**config.mk**
```make
export PLATFORM = sky130hd
export DESIGN_NAME = pipelined_barrel_shifter_flat
export DESIGN_NICKNAME = d
export VERILOG_FILES = /design/src/rtl/pipelined_barrel_shifter_if.sv /design/src/rtl/pipelined_barrel_shifter.sv /design/src/flat_wrapper.sv
export SDC_FILE = /design/constraint.sdc
export NUM_CORES = 1
export LEC_CHECK = 0
export CORE_ASPECT_RATIO = 0.75
export CORE_UTILIZATION = 25
export CTS_CLUSTER_SIZE = 28
export DETAILED_ROUTE_END_ITERATION = 6
export PLACE_DENSITY = 0.52
export SETUP_SLACK_MARGIN = 0.15
export SLEW_MARGIN = 20
export SYNTH_ARGS = -nofsm -noshare
export SYNTH_HDL_FRONTEND = slang
export SYNTH_SLANG_ARGS = --single-unit
```
**constraint.sdc**
```tcl
create_clock -name clk -period 1.6 [get_ports clk]
set_clock_uncertainty 0.1 [all_clocks]
set_input_delay 0.32 -clock clk [delete_from_list [all_inputs] [get_ports clk]]
set_output_delay 0.32 -clock clk [all_outputs]
set_load 0.005 [all_outputs]
```
**src/rtl/pipelined_barrel_shifter_if.sv**
```systemverilog
// Handshake bundle for the pipelined barrel shifter.
//   in_valid/in_ready  : input word handshake
//   in_data            : operand (WIDTH bits)
//   in_shamt           : shift amount (SW bits, 0..WIDTH-1)
//   in_mode            : 00 LSL, 01 LSR, 10 ASR, 11 ROR
//   out_valid/out_ready: result handshake
//   out_data           : shifted result
//   out_zero           : out_data == 0, qualified by out_valid
// Modports: master drives the inputs and out_ready (upstream/downstream side);
// slave is the shifter's own view.
interface pipelined_barrel_shifter_if #(
  parameter int unsigned WIDTH = 16,
  parameter int unsigned SW    = $clog2(WIDTH)
);
  logic             in_valid;
  logic             in_ready;
  logic [WIDTH-1:0] in_data;
  logic [SW-1:0]    in_shamt;
  logic [1:0]       in_mode;
  logic             out_valid;
  logic             out_ready;
  logic [WIDTH-1:0] out_data;
  logic             out_zero;

  modport master (
    output in_valid, in_data, in_shamt, in_mode, out_ready,
    input  in_ready, out_valid, out_data, out_zero
  );

  modport slave (
    input  in_valid, in_data, in_shamt, in_mode, out_ready,
    output in_ready, out_valid, out_data, out_zero
  );
endinterface

```
**src/rtl/pipelined_barrel_shifter.sv**
```systemverilog
// Pipelined logarithmic barrel shifter: SW register stages, stage k shifts by
// 2^k when shift-amount bit k is set. Supports LSL, LSR, ASR and ROR.
// Ports:
//   clk   : sole clock, rising edge
//   rst_n : asynchronous active-low reset, clears every stage
//   bus   : pipelined_barrel_shifter_if.slave (valid/ready in, valid/ready out)
// The whole pipeline advances together when en = out_ready | ~out_valid, so
// bubbles move with valid words and a stalled result is held stable.
module pipelined_barrel_shifter #(
  parameter int unsigned WIDTH = 16,
  parameter int unsigned SW    = $clog2(WIDTH)
) (
  input  logic                       clk,
  input  logic                       rst_n,
  pipelined_barrel_shifter_if.slave  bus
);

  typedef logic [WIDTH-1:0] word_t;
  typedef logic [SW-1:0]    shamt_t;

  typedef enum logic [1:0] {
    MODE_LSL = 2'b00,
    MODE_LSR = 2'b01,
    MODE_ASR = 2'b10,
    MODE_ROR = 2'b11
  } shift_mode_e;

  // One stage's shift by a fixed power-of-two amount (amt < WIDTH).
  function automatic word_t shift_step(word_t d, shift_mode_e mode, logic sign,
                                       int unsigned amt);
    word_t ones;
    word_t res;
    ones = '1;
    case (mode)
      MODE_LSL: res = d << amt;
      MODE_LSR: res = d >> amt;
      // Fill comes from the sign captured at acceptance, not the current MSB.
      MODE_ASR: res = (d >> amt) | (sign ? ~(ones >> amt) : '0);
      MODE_ROR: res = (d >> amt) | (d << (WIDTH - amt));
      default:  res = d;
    endcase
    return res;
  endfunction

  logic [SW-1:0] valid_q, valid_d;
  word_t         data_q  [SW];
  word_t         data_d  [SW];
  // Shift amount is stored pre-shifted so bit 0 is always the next stage's bit.
  shamt_t        shamt_q [SW];
  shamt_t        shamt_d [SW];
  shift_mode_e   mode_q  [SW];
  shift_mode_e   mode_d  [SW];
  logic          sign_q  [SW];
  logic          sign_d  [SW];
  logic          zero_q, zero_d;
  logic          en;

  assign en            = bus.out_ready || !valid_q[SW-1];
  assign bus.in_ready  = en;
  assign bus.out_valid = valid_q[SW-1];
  assign bus.out_data  = data_q[SW-1];
  assign bus.out_zero  = zero_q;

  always_comb begin
    valid_d = valid_q;
    data_d  = data_q;
    shamt_d = shamt_q;
    mode_d  = mode_q;
    sign_d  = sign_q;
    zero_d  = zero_q;
    if (en) begin
      valid_d[0] = bus.in_valid;
      mode_d[0]  = shift_mode_e'(bus.in_mode);
      sign_d[0]  = bus.in_data[WIDTH-1];
      shamt_d[0] = bus.in_shamt >> 1;
      data_d[0]  = bus.in_shamt[0]
                 ? shift_step(bus.in_data, shift_mode_e'(bus.in_mode),
                              bus.in_data[WIDTH-1], 32'd1)
                 : bus.in_data;
      for (int unsigned k = 1; k < SW; k++) begin
        valid_d[k] = valid_q[k-1];
        mode_d[k]  = mode_q[k-1];
        sign_d[k]  = sign_q[k-1];
        shamt_d[k] = shamt_q[k-1] >> 1;
        data_d[k]  = shamt_q[k-1][0]
                   ? shift_step(data_q[k-1], mode_q[k-1], sign_q[k-1], 32'd1 << k)
                   : data_q[k-1];
      end
      zero_d = (data_d[SW-1] == '0);
    end
  end

  always_ff @(posedge clk or negedge rst_n) begin
    if (!rst_n) begin
      valid_q <= '0;
      zero_q  <= 1'b0;
      for (int unsigned k = 0; k < SW; k++) begin
        data_q[k]  <= '0;
        shamt_q[k] <= '0;
        mode_q[k]  <= MODE_LSL;
        sign_q[k]  <= 1'b0;
      end
    end else begin
      valid_q <= valid_d;
      zero_q  <= zero_d;
      data_q  <= data_d;
      shamt_q <= shamt_d;
      mode_q  <= mode_d;
      sign_q  <= sign_d;
    end
  end

endmodule

```
**src/flat_wrapper.sv**
```systemverilog
// flat-port wrapper written by rule: the top's interface ports become plain ports
module pipelined_barrel_shifter_flat 
#(
  parameter int unsigned WIDTH = 16,
  parameter int unsigned SW    = $clog2(WIDTH)
)
  (clk, rst_n, bus_in_valid, bus_in_data, bus_in_shamt, bus_in_mode, bus_out_ready, bus_in_ready, bus_out_valid, bus_out_data, bus_out_zero);
  pipelined_barrel_shifter_if #(.WIDTH(WIDTH), .SW(SW)) bus_i ();
  input  logic clk;
  input  logic rst_n;
  input wire logic [$bits(bus_i.in_valid)-1:0] bus_in_valid;
  input wire logic [$bits(bus_i.in_data)-1:0] bus_in_data;
  input wire logic [$bits(bus_i.in_shamt)-1:0] bus_in_shamt;
  input wire logic [$bits(bus_i.in_mode)-1:0] bus_in_mode;
  input wire logic [$bits(bus_i.out_ready)-1:0] bus_out_ready;
  output wire logic [$bits(bus_i.in_ready)-1:0] bus_in_ready;
  output wire logic [$bits(bus_i.out_valid)-1:0] bus_out_valid;
  output wire logic [$bits(bus_i.out_data)-1:0] bus_out_data;
  output wire logic [$bits(bus_i.out_zero)-1:0] bus_out_zero;
  assign bus_i.in_valid = bus_in_valid;
  assign bus_i.in_data = bus_in_data;
  assign bus_i.in_shamt = bus_in_shamt;
  assign bus_i.in_mode = bus_in_mode;
  assign bus_i.out_ready = bus_out_ready;
  assign bus_in_ready = bus_i.in_ready;
  assign bus_out_valid = bus_i.out_valid;
  assign bus_out_data = bus_i.out_data;
  assign bus_out_zero = bus_i.out_zero;
  pipelined_barrel_shifter #(.WIDTH(WIDTH), .SW(SW)) u_core (.clk(clk), .rst_n(rst_n), .bus(bus_i));
endmodule
```
==> qor.yml, run 1 <==
worst_setup_path:
  cpMaxStageDelayCell: "or4_1"
  max_stage_delay_ps: 550
  path_class: "flip-flop to flip-flop"
  worstPathRequired_ps: 1740
  endpoint_kind: "flip-flop"
  start_kind: "flip-flop"
  worstPathCellList: "or4_1, o21ai_1, nand4_1, o41ai_2"
  worstPathArrival_ps: 2000
  crit_fanout: 4
power_and_ir_drop:
  total_leakage_power_nw: 2.83
  finalPower_mw: 12.4
  pwr-share-comb_pct: 53.0
  p_int_mw: 7.55
  ir_worst_vdd_mv: 0.802
  p_clk_share_pct: 15.0
  share_seq_of_total_power_pct: 32.0
  switching_power_mw: 4.87
  switching_share_pct: 39.2
  pwr_density_cell_mw_per_mm2: 1940
yosys:
  yosysMostFrequentCell: "nand2_1"
  syn_area_mm2: 0.00455
  synth-edff-count: 0
  synth_top_cell_by_area: "dfrtp_1"
  seq_area_frac_synth_pct: 46.2
  synth_ff_type: "dfrtp_1"
  yosysUniqueCellTypes: 34
  synth_async_sr_flop_share_pct: 100
  ys_seq_elements: 84
  syn_area_per_cell_um2: 8.69
  netlist_top_cells_count: "nand2_1, dfrtp_1, nor2_1"
  synth_nets: 550
  syn_inst: 524
  yosysWarnings: 0
  synth_top_area_share_pct: 46.2
  synth_area_leaders: "dfrtp_1, nand2_1, a311oi_1, a21o_1, nor2_1"
global_routing:
  antenna_found_initial: 0
  overflow: 0
  grt_start_max_net_pins: 34
  grt_pass1_wl_mm: 20.0
  gr-usage-all-layers_pct: 13.6
  first_global_vias: 3935
routing:
  first_pass_iters: 4
  viasPerCell: 4.82
  routed_wl_mm: 12.2
  routedWlPerCell_um: 14.4
  drtAntennaViolNets: 0
  num_vias: 4079
  drc: 0
  drt-initial-drc-count: 208
place:
  portBuffers: 44
  hpwl_mm: 8.98
  dpl_cell_area_mm2: 0.00561
  gp_congestion: 0.839
timing:
  setup_viol_count_final: 13
  clock.fmax_mhz: 538
  drv_slew: 0
  period_minus_slack_ps: 1860
  setup_slack_ps: -258
  worst_pin_slew_ps: 380
  hold_viol_final: 0
  period_share_pct: 116
  rsz0062_at_grt: "true"
  maxSlewHeadroom_pct: 74.7
cts:
  htree_levels: 3
  cts_tree: "done"
  cts_made_buffers: 9
  cts.path.max_buffers: 2
  clkTransAtPathRegs_ps: 60
  root_buffer: "clkbuf_16"
  clock-sinks: 84
  clk_latency_ps: 350
floorplanning:
  start_util_pct: 25.7
  io_pins: 45
  die_h_um: 119
  dieArea_mm2: 0.0188
  die_width_um: 158
  rows: 42
  coreArea_mm2: 0.0177
layout:
  final_cell_area_mm2: 0.00640
  syn2layout_area_growth_pct: 40.5
  drive_above_1_share_pct: 27.1
  fin_nets: 626
  num_antenna_cells: 0
  n_fill_cell: 1793
run_status:
  violations: "setup timing"
  status: "finished with violations"
min_path:
  min_path_type: "input pin to asynchronous set/reset pin"
flow_run:
  maxCapViolCount: 0
## layout make-up
class	count	area [um^2]	area share (%)
Clock inverter	4	26.3	0.411
Timing Repair Buffer	125	1160	18.2
Sequential cell	84	2110	32.9
Inverter	4	17.5	0.274
Multi-Input combinational cell	376	2550	39.8
Clock buffer	12	236	3.70
Tap cell	242	303	4.73
## layer usage
| layer | routed length [um] | track usage [%] | vias up |
|---|---|---|---|
| met4 | 253 | 5.22 | 0 |
| met1 | 5900 | 18.0 | 1972 |
| met2 | 5590 | 21.8 | 82 |
| met5 | 0 | 0 | - |
| li1 | - | - | 2000 |
| met3 | 442 | 2.77 | 25 |
## repair_timing
action                     in CTS  in global routing
setup endpoints to repair      38                 58
buffers inserted               11                  5
hold buffers                    1                  0
gates resized for setup        51                 52
hold endpoints to repair       24                  0
pin swaps                      11                  7
cloned                          0                  1
## cell usage in the layout (no fill, tap or decap), drive strengths merged, types with 2 or more instances in the layout
cell type / instances
o211ai: 6
nor2b: 7
a21o: 34
nand3: 6
o21a: 2
nand2: 126
a311oi: 34
buf: 81
mux2i: 6
dlygate4sd2: 19
dfrtp: 84
mux2: 9
o31ai: 2
or4: 4
nor2: 60
a221oi: 17
inv: 4
clkbuf: 13
a31oi: 6
or2: 2
clkinv: 3
clkdlybuf4s50: 23
and4bb: 5
o21ai: 42
nand4: 2
## cell families after synthesis
kind of cell	Yosys count	synth area share (%)
AO/OA/AOI/OAI	147	23.4
buffers and inverters	64	7.06
flip-flops	84	46.2
multiplexers	15	3.55
AND/OR/NAND/NOR	214	19.8
## path summary, 6_finish.rpt
kind / from / endpoint / slack (ps) / cells past startpoint
max in group asynchronous: rst_n / u_core.mode_q[2] / 550 / 3
min reg2reg: u_core.valid_q[2] / u_core.valid_q[3] / 360 / 1
min: rst_n / u_core.bus.out_data[9] / 340 / 2
min in group clk: u_core.valid_q[2] / u_core.valid_q[3] / 360 / 1
max reg2reg: u_core.data_q[18] / u_core.bus.out_zero / -260 / 4
max: u_core.data_q[18] / u_core.bus.out_zero / -260 / 4
## power groups by stage
stage                     clock (mW)  combinational [mW]  sequential (mW)
after floorplan                    0                3.53             3.71
after global placement             0                5.16             3.96
after detailed placement           0                5.31             4.01
after CTS                       1.94                5.74             3.95
after global routing            2.02                7.23             4.10
final                           1.87                6.59             3.97
## worst max-delay path, delay by kind of cell (launching register included)
family	cells	cell delay, ps
simple gates	2	680
flops	1	440
compound gates	2	540
## metrics by stage
step           TNS (ps)  hold slack, ps  util, %  std cells  setup slack, ps
2_1_floorplan     -42.8           -75.6        -        524            -42.8
3_3_place_gp     -10630             164     31.7        813             -279
3_5_place_dp     -12200             168     31.7        813             -413
4_1_cts            -533             351     34.2        841             -231
5_1_grt           -1510             372     36.1        847             -305
6_report           -829             342     36.1        847             -258
## registers in the layout, indices dropped and copies added, names as in the netlist
name / flops
u_core.bus.out_data: 16
u_core.bus.out_zero: 1
u_core.data_q: 48
u_core.mode_q: 6
u_core.shamt_q: 6
u_core.sign_q: 3
u_core.valid_q: 4
(Power assumes the default switching activity.)
==> inputs of run 2 (changes only) <==
Settings changed: ABC_AREA set to 1.
==> run 2 against run 1 <==
Compared with the run above:
- the run now ends clean
- highest routed layer unchanged
- power decreased by 11%
- clock-buffer cell count shrank 2
- critical endpoint is now bus_in_ready
- synthesized area is 2.9% lower
- non-clock buffer count decreased by 30
- utilization decreased by 2.1 points
- first-iteration DRC count grew 0.96%
- sequential share of layout area increased by 3.5 points
- final area decreased by 9.5%
==> qor.yml, run 2 <==
run_status:
  status: "finished, final reports clean"
cts:
  root_buffer: "clkbuf_16"
  cts_made_buffers: 9
  htree_levels: 3
  clk_latency_ps: 340
  clock-sinks: 84
  clkTransAtPathRegs_ps: 70
  cts.path.max_buffers: 2
  cts_tree: "done"
yosys:
  syn_inst: 583
  seq_area_frac_synth_pct: 47.6
  syn_area_per_cell_um2: 7.58
  synth-edff-count: 0
  synth_ff_type: "dfrtp_1"
  yosysMostFrequentCell: "nand2_1"
  synth_nets: 609
  ys_seq_elements: 84
  synth_async_sr_flop_share_pct: 100
  netlist_top_cells_count: "nand2_1, dfrtp_1, o21ai_0"
  yosysWarnings: 0
  yosysUniqueCellTypes: 30
  synth_area_leaders: "dfrtp_1, nand2_1, o21ai_0, a31oi_1, nor2_1"
  synth_top_cell_by_area: "dfrtp_1"
  synth_top_area_share_pct: 47.6
  syn_area_mm2: 0.00442
timing:
  drv_slew: 0
  period_share_pct: 90.2
  worst_pin_slew_ps: 308
  tns_ps: 0
  setup_viol_count_final: 0
  period_minus_slack_ps: 1440
  hold_viol_final: 0
  rsz0062_at_grt: "true"
  setup_slack_ps: 156
  maxSlewHeadroom_pct: 79.4
  clock.fmax_mhz: 693
place:
  place_worst_setup_slack_ps: -266
  dpl_cell_area_mm2: 0.00518
  portBuffers: 44
  dp.cells: 843
  hpwl_mm: 8.45
  gp_congestion: 0.807
power_and_ir_drop:
  share_seq_of_total_power_pct: 35.4
  p_clk_share_pct: 20.6
  pwr_density_cell_mw_per_mm2: 1910
  pwr-share-comb_pct: 44.0
  p_int_mw: 6.67
  switching_share_pct: 39.9
  switching_power_mw: 4.42
  total_leakage_power_nw: 2.69
  ir_worst_vdd_mv: 0.598
routing:
  viasPerCell: 4.60
  drtAntennaViolNets: 0
  drt-initial-drc-count: 210
  drc: 0
  routed_wl_mm: 11.9
  first_pass_iters: 5
  routedWlPerCell_um: 13.5
  num_vias: 4057
global_routing:
  first_global_vias: 3851
  gr-usage-all-layers_pct: 13.7
  overflow: 0
  grt_pass1_wl_mm: 19.5
  antenna_found_initial: 0
  grt_start_max_net_pins: 36
min_path:
  min_path_type: "input pin to asynchronous set/reset pin"
floorplanning:
  io_pins: 45
  rows: 41
  die_h_um: 117
  die_width_um: 156
  start_util_pct: 25.9
  coreArea_mm2: 0.0170
  dieArea_mm2: 0.0182
worst_setup_path:
  worstPathRequired_ps: 1180
  start_kind: "flip-flop"
  crit_fanout: 4
  path_class: "flip-flop to output port"
  worstPathArrival_ps: 1020
  endpoint_kind: "output port"
layout:
  layout_commonest_cell: "nand2_1"
  largest_register: "u_core.data_q"
  instances_no_fill: 881
  final_cell_area_mm2: 0.00579
  largest_reg_flops: 48
  post-route-util_pct: 34.0
  num_antenna_cells: 0
  drive_above_1_share_pct: 15.3
  layout_common_cells: "nand2_1, dfrtp_1, o21ai_0"
  syn2layout_area_growth_pct: 31.0
  fin_nets: 666
flow_run:
  maxCapViolCount: 0
run 2: cell types whose count changed after synthesis, moves of 6 or more:
cell and change:
a21o_1 -34, a21oi_1 +34, a221oi_1 -17, a311oi_1 -34, a31oi_1 +35, buf_2 +10, clkbuf_1 -19, inv_1 +44
mux2i_1 -6, nand2_1 +13, nor2_1 +8, nor2b_1 -7, o21ai_0 +32
run 2: kinds of logic (layout without fill, tap and decap cells):
logic type / Yosys count / count (layout) / synth area share (%)
compound gates: 165 / 165 / 20.5
simple gates: 233 / 233 / 21.1
buf+inv: 101 / 163 / 10.8
flops: 84 / 84 / 47.6
run 2: repair_timing:
item / in CTS / in global routing
hold endpoints to repair: 18 / 0
buffers inserted: 14 / 4
endpoints found under the setup margin: 41 / 53
gates resized for setup: 29 / 31
hold buffers: 1 / 0
pin swaps: 2 / 8
gates cloned: 0 / 3
run 2: path summary, 6_finish.rpt:
path / startpoint / endpoint / slack (ps) / cells past startpoint
min reg2reg: u_core.valid_q[2] / u_core.valid_q[3] / 350 / 2
max in group asynchronous: rst_n / u_core.data_q[34] / 580 / 3
min: rst_n / u_core.bus.out_data[14] / 310 / 2
max: u_core.valid_q[3] / bus_in_ready / 160 / 3
min in group clk: u_core.valid_q[2] / u_core.valid_q[3] / 350 / 2
max reg2reg: u_core.valid_q[3] / u_core.bus.out_zero / 210 / 11
run 2: layout make-up:
class	instances	area, um^2
multi-input cells	398	1890
flip-flops and latches	84	2110
repair buffers	95	968
inverters	52	200
clock buffers	10	239
fillers	1797	11200
well taps	236	295
clock inverters	6	87.6
run 2: worst max-delay path: stages, from the launching register on:
cell and delay, ps:
dfrtp_1 380, buf_6 130, nand2_8 80, buf_6 100
run 2: per-layer routing:
| metal | GRT usage [%] | wire length [um] | vias up | part of all wire, % |
|---|---|---|---|---|
| met1 | 19.3 | 6110 | 1932 | 52 |
| li1 | - | - | 2032 | - |
| met5 | 0 | 0 | - | 0 |
| met2 | 21.2 | 5150 | 85 | 43 |
| met3 | 3.02 | 483 | 8 | 4.1 |
| met4 | 3.66 | 126 | 0 | 1.1 |
run 2: power groups by stage:
stage | Combinational (mW) | Clock, mW | Sequential (mW)
after detailed placement | 4.38 | 0 | 3.97
after floorplan | 3.18 | 0 | 3.63
after global placement | 4.34 | 0 | 3.96
final | 4.88 | 2.28 | 3.93
after global routing | 5.56 | 2.42 | 4.05
after CTS | 4.56 | 2.34 | 3.91
run 2: stage by stage:
step | hold WS, ps | total power, mW
6_report | 311 | 11.1
2_1_floorplan | -75.6 | 6.82
4_1_cts | 320 | 10.8
5_1_grt | 331 | 12.0
3_3_place_gp | 136 | 8.30
3_5_place_dp | 142 | 8.35
